`src/rtl/bus_arbiter_if.sv`:
```
// bus_arbiter_if: request/grant bundle between the shared-bus devices and the arbiter.
interface bus_arbiter_if #(parameter int DEVICE_COUNT = 4);
    logic [DEVICE_COUNT-1:0] req;
    logic                    contention_in;
    logic                    err_clear;
    logic [DEVICE_COUNT-1:0] device_asserts_bar;
    logic [DEVICE_COUNT-1:0] grant;
    logic [3:0]              owner;
    logic                    busy;
    logic                    contention_error;
    modport master (
        input  req, contention_in, err_clear,
        output device_asserts_bar, grant, owner, busy, contention_error
    );
    modport slave (
        output req, contention_in, err_clear,
        input  device_asserts_bar, grant, owner, busy, contention_error
    );
endinterface

```
`src/rtl/bus_arbiter.sv`:
```
// bus_arbiter: round-robin owner selection for a shared bus, with dead turnaround cycles
// between owners, optional hold-time preemption and a sticky contention flag.
module bus_arbiter #(
    parameter int DEVICE_COUNT = 4,
    parameter int TURNAROUND   = 1,
    parameter int MAX_HOLD     = 0
) (
    input logic           clk,
    input logic           rst,
    bus_arbiter_if.master bus
);
    localparam int N  = DEVICE_COUNT;
    localparam int HW = $clog2(MAX_HOLD + 2);
    typedef enum logic [1:0] {IDLE, GRANT, GAP} state_t;
    state_t        r_state;
    logic [N-1:0]  r_grant;
    logic [3:0]    r_owner;
    logic [3:0]    r_ptr;
    logic          r_busy;
    logic          r_err;
    logic [2:0]    r_gap;
    logic [HW-1:0] r_hold;
    logic [N-1:0]  w_rot;
    logic [3:0]    w_off;
    logic [3:0]    w_sel;
    logic [4:0]    w_sum;
    logic          w_any;
    logic          w_arb;
    logic          w_release;

    // Rotate so bit 0 is the pointer position; the lowest set bit is the winner's offset.
    always_comb begin
        w_rot = N'({bus.req, bus.req} >> r_ptr);
        w_off = '0;
        for (int i = N - 1; i >= 0; i--)
            if (w_rot[i]) w_off = 4'(i);
        w_sum = {1'b0, r_ptr} + {1'b0, w_off};
        w_sel = (w_sum >= 5'(N)) ? 4'(w_sum - 5'(N)) : w_sum[3:0];
    end

    assign w_any     = |bus.req;
    assign w_arb     = (r_state == IDLE) || (r_state == GAP && r_gap == 3'(TURNAROUND - 1));
    assign w_release = !(|(bus.req & r_grant)) ||
                       (MAX_HOLD > 0 && r_hold == HW'(MAX_HOLD - 1) && |(bus.req & ~r_grant));

    always_ff @(posedge clk or posedge rst) begin
        if (rst) begin
            r_state <= IDLE;
            r_grant <= '0;
            r_owner <= '0;
            r_ptr   <= '0;
            r_busy  <= 1'b0;
            r_gap   <= '0;
            r_hold  <= '0;
        end else if (w_arb) begin
            r_state <= w_any ? GRANT : IDLE;
            r_busy  <= w_any;
            r_grant <= w_any ? N'(1) << w_sel : '0;
            r_owner <= w_any ? w_sel : 4'd0;
            r_ptr   <= !w_any ? r_ptr : (w_sel == 4'(N - 1)) ? 4'd0 : w_sel + 4'd1;
            r_hold  <= '0;
        end else if (r_state == GAP) begin
            r_gap <= r_gap + 3'd1;
        end else begin
            r_hold <= (r_hold == HW'(MAX_HOLD)) ? r_hold : r_hold + HW'(1);
            if (w_release) begin
                r_state <= GAP;
                r_gap   <= '0;
                r_grant <= '0;
                r_owner <= '0;
            end
        end
    end

    // Set has priority over clear so a contention in the clearing cycle is not lost.
    always_ff @(posedge clk or posedge rst) begin
        if (rst) r_err <= 1'b0;
        else     r_err <= bus.contention_in ? 1'b1 : bus.err_clear ? 1'b0 : r_err;
    end

    assign bus.grant              = r_grant;
    assign bus.device_asserts_bar = ~r_grant;
    assign bus.owner              = r_owner;
    assign bus.busy               = r_busy;
    assign bus.contention_error   = r_err;
endmodule

```
`src/flat_wrapper.sv`:
```
// flat-port wrapper written by rule: the top's interface ports become plain ports
module bus_arbiter_flat 
#(
    parameter int DEVICE_COUNT = 4,
    parameter int TURNAROUND   = 1,
    parameter int MAX_HOLD     = 0
)
  (clk, rst, bus_req, bus_contention_in, bus_err_clear, bus_device_asserts_bar, bus_grant, bus_owner, bus_busy, bus_contention_error);
  bus_arbiter_if #(.DEVICE_COUNT(DEVICE_COUNT)) bus_i ();
  input logic clk;
  input logic rst;
  input wire logic [$bits(bus_i.req)-1:0] bus_req;
  input wire logic [$bits(bus_i.contention_in)-1:0] bus_contention_in;
  input wire logic [$bits(bus_i.err_clear)-1:0] bus_err_clear;
  output wire logic [$bits(bus_i.device_asserts_bar)-1:0] bus_device_asserts_bar;
  output wire logic [$bits(bus_i.grant)-1:0] bus_grant;
  output wire logic [$bits(bus_i.owner)-1:0] bus_owner;
  output wire logic [$bits(bus_i.busy)-1:0] bus_busy;
  output wire logic [$bits(bus_i.contention_error)-1:0] bus_contention_error;
  assign bus_i.req = bus_req;
  assign bus_i.contention_in = bus_contention_in;
  assign bus_i.err_clear = bus_err_clear;
  assign bus_device_asserts_bar = bus_i.device_asserts_bar;
  assign bus_grant = bus_i.grant;
  assign bus_owner = bus_i.owner;
  assign bus_busy = bus_i.busy;
  assign bus_contention_error = bus_i.contention_error;
  bus_arbiter #(.DEVICE_COUNT(DEVICE_COUNT), .TURNAROUND(TURNAROUND), .MAX_HOLD(MAX_HOLD)) u_core (.clk(clk), .rst(rst), .bus(bus_i));
endmodule
```
`config.mk`:
```
export PLATFORM = sky130hd
export DESIGN_NAME = bus_arbiter_flat
export DESIGN_NICKNAME = d
export VERILOG_FILES = /design/src/rtl/bus_arbiter_if.sv /design/src/rtl/bus_arbiter.sv /design/src/flat_wrapper.sv
export SDC_FILE = /design/constraint.sdc
export NUM_CORES = 1
export LEC_CHECK = 0
export CAP_MARGIN = 20
export CORE_MARGIN = 4
export CORE_UTILIZATION = 28
export CTS_CLUSTER_SIZE = 8
export DETAILED_ROUTE_END_ITERATION = 6
export GPL_TIMING_DRIVEN = 0
export PLACE_DENSITY_LB_ADDON = 0.2
export SLEW_MARGIN = 10
export SYNTH_ARGS = -nofsm -noshare
export SYNTH_HDL_FRONTEND = slang
export SYNTH_SLANG_ARGS = --single-unit
```
`constraint.sdc`:
```
create_clock -name clk -period 7.2 [get_ports clk]
set_input_delay 0.72 -clock clk [delete_from_list [all_inputs] [get_ports clk]]
set_output_delay 0.72 -clock clk [all_outputs]
set_load 0.01 [all_outputs]
```
==> Word-level counts from Yosys, hierarchy flattened <==
Index checks and enable logic that the tools add are counted.
{ "totals": {"ff_bits": 19, "latch_bits": 0, "mem_bits_rw": 0, "mem_bits_ro": 0, "input_bits": 8, "output_inout_bits": 14, "wordCells": 52, "memories": 0} }
{ "op_classes": {"n_addsub": 4, "multipliers": 0, "div_mod_pow": 0, "magnitude_cmp": 1, "n_eq_ne": 5, "shifts": 2, "n_mux": 20, "bitwise": 3, "reduce_logical": 10} }
{ "op_table": {"columns": ["op", "n"], "rows": [
  ["2-to-1 mux 4 bit", 11],
  ["2-to-1 mux 2 bit", 4],
  ["OR reduction 4 bit", 2],
  [">> shifter 8 x 4 -> 4 bit", 1],
  ["2-to-1 mux 3 bit", 2],
  ["!= test 2 x 1 -> 1 bit (second input constant)", 3],
  ["AND reduction 2 bit", 3],
  ["adder 4 x 4 -> 5 bit", 1],
  ["greater-or-equal comparator 5 x 3 -> 1 bit (second input constant)", 1],
  ["adder 4 x 1 -> 4 bit (second input constant)", 1],
  ["bitwise AND 4 bit", 1],
  ["equality test 4 x 2 -> 1 bit (second input constant)", 1],
  ["inverter 4 bit", 1],
  ["left shift 1 x 4 -> 4 bit (first input constant)", 1],
  ["subtractor 4 x 3 -> 4 bit (second input constant)", 1],
  ["adder 3 x 1 -> 3 bit (second input constant)", 1],
  ["logical NOT 3 bit", 1],
  ["2-to-1 mux 1 bit", 3],
  ["equality test 2 bit (second input constant)", 1],
  ["logical NOT 2 bit", 1],
  ["nonzero test 2 bit", 1],
  ["logical AND 1 bit", 1],
  ["logical OR 1 bit", 1],
  ["inverter 1 bit", 1]
]} }

==> Longest topological paths before layout <==
{ "logic_depth": {"ltp_word": 11, "depth_mapped": 14, "depth_no_buf": 13} }

==> Worst setup path after synthesis <==
Ideal clock, no wire load.
{ "synth_timing": {"path_kind": "in2reg", "from": "in bus_req[0]", "to": "reg u_core.r_grant[0], in the netlist u_core.bus.grant[0]", "setup_ns": 0.122, "arrival_ns": 3.246, "required_time_ns": 7.078, "slack_ns": 3.833, "path_stages": 13, "path_buffers": 0, "cell_sequence": "nor2b_1 -> a211o_1 -> or3_1 -> a21oi_1 -> ha_1 -> a21oi_1 -> nand2b_1 -> xor2_1 -> ha_1 -> a21oi_1 -> a31oi_1 -> a21boi_4 -> a32o_1"} }
{ "synth_between": {"elab_chain_cells": 11, "word_cells_on_any_way": 17, "classes_between": "2 x add/sub; 1 x order compare; 1 x eq/ne; 2 x shift; 7 x mux; 1 x bitwise; 3 x reduce/logical"} }
{ "synth_lines": {"columns": ["item", "line", "source"], "rows": [
  ["from (decl)", "flat_wrapper.sv:12", "input wire logic [$bits(bus_i.req)-1:0] bus_req;"],
  [">> shifter 8 x 4 -> 4 bit", "bus_arbiter.sv:33", "w_rot = N'({bus.req, bus.req} >> r_ptr);"],
  ["2-to-1 mux 2 bit", "bus_arbiter.sv:36", "if (w_rot[i]) w_off = 4'(i);"],
  ["2-to-1 mux 4 bit (3 in series)", "bus_arbiter.sv:36", null],
  ["adder 4 x 4 -> 5 bit", "bus_arbiter.sv:37", "w_sum = {1'b0, r_ptr} + {1'b0, w_off};"],
  ["subtractor 4 x 3 -> 4 bit or greater-or-equal comparator 5 x 3 -> 1 bit (tied branches)", "bus_arbiter.sv:38", "w_sel = (w_sum >= 5'(N)) ? 4'(w_sum - 5'(N)) : w_sum[3:0];"],
  ["2-to-1 mux 4 bit", "bus_arbiter.sv:38", null],
  ["left shift 1 x 4 -> 4 bit", "bus_arbiter.sv:58", "r_grant <= w_any ? N'(1) << w_sel : '0;"],
  ["2-to-1 mux 4 bit", "bus_arbiter.sv:58", null],
  ["2-to-1 mux 4 bit", "bus_arbiter.sv:55", "end else if (w_arb) begin"],
  ["to (signal assigned)", "bus_arbiter.sv:58", null],
  ["to (decl)", "bus_arbiter.sv:16", "logic [N-1:0] r_grant;"]
]} }
Several ways; a longest one is shown, not always the timed one.
A chain may end at the register's enable or synchronous reset.

==> Final worst setup path <==
{ "layout_timing": {"from": "in bus_req[0]", "to": "reg u_core.r_grant[2], in the netlist u_core.bus.grant[2]"} }
The elaborated chain is that of the path after synthesis.

==> summary.md <==
| Metric | Value |
|---|---|
| Outcome | `completed` |
| Clock Skews | `approximately 0.002 ns` |
| GP Congestion | `0.758` |
| Initial Util | `0.296` |
| #FFs+latches synth | `19` |
| Worst Setup End Kind | `register` |
| Cell Area, Synth | `around 0.0012 mm²` |
| Final Critical Period | `4.11 ns` |
| Antenna cell count | `0` |
| Final nets | `roughly 170` |
| I/O pin total | `22` |
| CTS clock-pin slew for the worst setup and hold paths | `~0.07 ns` |
| Post-synthesis sequential area ratio | `0.390` |
| Resized cells post-CTS | `0` |
| DP HPWL | `~2200 µm` |
| Die Span X | `~74 µm` |
| Startpoint Class | `primary input` |
| Overall routing resource usage | `0.115` |
| Distinct cell type count after synthesis | `42` |
| Warnings, synthesis | `0` |
| Most common flop cell mapped by yosys | `dfrtp_1` |
| Max Cap Viol | `0` |
| Peak supply drop | `approximately 200 µV` |
| RSZ-0062 raised after global routing | `false` |
| Hold WS | `0.485 ns` |
| Critical path class | `primary input to register` |
| Clk_lat worst skew | `~0.25 ns` |
| Relative slew slack | `0.501` |
| Hold_buf cts | `0` |
| PwrDens | `between 400 and 500 mW/mm²` |
| Async set-reset flop share out of synthesis | `1.00` |
| H-Tree Depth | `1` |
| Actual slew at the worst max-slew pin | `0.747 ns` |
| Final Hold Viols | `0` |
| Die Height | `approximately 74 µm` |
| Remaining routing DRC violations | `0` |
| Clk buf depth | `2` |
| Row cnt | `23` |
| DRT Pass-1 Iters | `4` |
| Worst Path Required | `~7.3 ns` |
| Worst min path class | `register to register` |
| Critical path data arrival time | `4.25 ns` |
| Total negative slack | `0 ns` |
| Vias | `slightly above 1000` |
| Pleak | `between 0.6 and 0.7 nW` |
| Slew Limit Fails | `0` |
| Largest net degree at the start of global routing | `20` |
| Iter 0 DRT Violations | `84` |
| Initial antenna violation count | `0` |
| Max Clock Freq | `approximately 240 MHz` |
| CTS Buf Count | `3` |
| Syn Inst Count | `about 120` |
| Ratio of cells with drive above 1 in the final layout | `0.0743` |
| Net Count, Synth | `about 140` |
| Area of the die | `0.00548 mm²` |
| Synthesized area per cell | `9.92 µm²` |
| CTS tree | `done` |
| Port bufs | `21` |
| Grt ovf | `0` |
| WL/cell | `between 10 and 15 µm` |
| Final setup vio count | `0` |
| CTS root buf | `clkbuf_8` |
| Sink Count | `19` |
| Met2 Use GR | `0.183` |
| Wire length of the first global-routing pass | `between 4000 and 5000 µm` |
| Vias in the first global route | `between 1000 and 1500` |
| GRT met3 Usage | `0.0216` |
| Gr busiest metal | `met2` |
| Period utilization | `0.571` |
| Vias per inst | `5.20` |
| Fillers | `437` |
| Drt total wl | `approximately 2800 µm` |
| Number of synthesized flops with an enable pin | `0` |
| Antenna viol nets, final | `0` |
| Met1 usage | `0.157` |
| P&R area growth vs syn | `26.1%` |
| Core Box Area | `0.00412 mm²` |
| CP max FO | `5` |
| Total setup buffers inserted after CTS | `0` |
## Yosys cell counts (all sizes together), types with 2 or more instances
master  number  area [µm²]
a211oi       2        27.5
a22oi        2        15.0
ha           7        87.6
a32o         5        50.1
a31oi        2        12.5
a21o         4        30.0
dfrtp       19         475
a22o         5        43.8
nor2         4        15.0
a21oi       10        50.1
nor2b        3        18.8
inv         14        52.6
nand3        4        20.0
xor2         2        17.5
o21ai        6        30.0
nand2b       3        18.8
buf          3        17.5
and2         2        12.5
nand2        6        22.5
## final timing paths
check	startpoint	to	slack, ns	depth (start not counted)
setup / recovery	bus_req[0]	u_core.bus.grant[2]	3.09	14
hold / removal	u_core.bus.contention_error	u_core.bus.contention_error	0.49	1
setup reg to reg	u_core.r_ptr[0]	u_core.bus.grant[2]	3.63	13
hold reg to reg	u_core.bus.contention_error	u_core.bus.contention_error	0.49	1
max in group asynchronous	rst	u_core.bus.grant[3]	5.84	2
min in group asynchronous	rst	u_core.bus.contention_error	0.89	2
## sequential cells by signal (all words and copies together) (netlist names)
register and flops:
u_core.bus.owner 4, u_core.r_gap 3, u_core.bus.contention_error 1, u_core.r_state 2, u_core.bus.busy 1, u_core.r_ptr 4, u_core.bus.grant 4
## kinds of logic after synthesis
logic type,count (synthesis),synth area share
AOI/OAI and AO/OA,44,0.279
xor gates and xnor gates,3,0.0215
adders and majority gates,8,0.0882
buffers and inverters,18,0.0605
DFF,19,0.390
muxes,2,0.0174
and+or+nand+nor,29,0.144
## cells in the final DEF (no fill, tap or decap), drive strengths merged, types with 5 or more instances in the layout
master and count:
clkdlybuf4s50 21, dfrtp 19, inv 14, a21oi 10, ha 7, nand2 6, o21ai 6, a32o 5
a22o 5, clkbuf 5
## through the flow
step	utilization	std cells	cell area (µm²)	power [W]	setup WS (ns)
floorplan	-	123	1220	0.000531	3.83
global placement	0.363	194	1490	0.000657	2.95
detailed placement	0.363	194	1490	0.000665	2.87
CTS	0.374	198	1540	0.000745	3.12
global route	0.374	198	1540	0.000807	2.86
finish	0.374	198	1540	0.000736	3.09
## critical path: stages
cell and delay (ns):
clkdlybuf4s50_1 0.53, nor2b_1 0.20, a211o_1 0.24, or3_1 0.31, a21oi_1 0.23, ha_1 0.27, a21oi_1 0.24, nand2b_1 0.20
xor2_1 0.17, ha_1 0.19, a21oi_1 0.12, a31oi_1 0.40, a21boi_4 0.14, a32o_1 0.29
## layout make-up
class | count | area, µm² | share of cell area
Buffer | 4 | 21.3 | 0.0138
Inverter | 14 | 52.6 | 0.0342
Tap cell | 50 | 62.6 | 0.0407
Multi-Input combinational cell | 86 | 671 | 0.436
Clock buffer | 4 | 45.0 | 0.0293
Timing Repair Buffer | 21 | 210 | 0.137
Sequential cell | 19 | 475 | 0.309
## layer usage
metal | share of wire | vias up
li1 | - | 498
met3 | 0.041 | 2
met1 | 0.50 | 510
met4 | 0.0070 | 0
met2 | 0.46 | 20
met5 | 0 | -
## power by group
part	internal [W]	switching, W	total (W)
clock	0.0000393	0.0000350	0.0000743
sequential	0.000146	0.0000312	0.000177
combinational	0.000215	0.000270	0.000485
total	0.000400	0.000336	0.000736
Note: power is estimated with default switching activity, not from simulation.
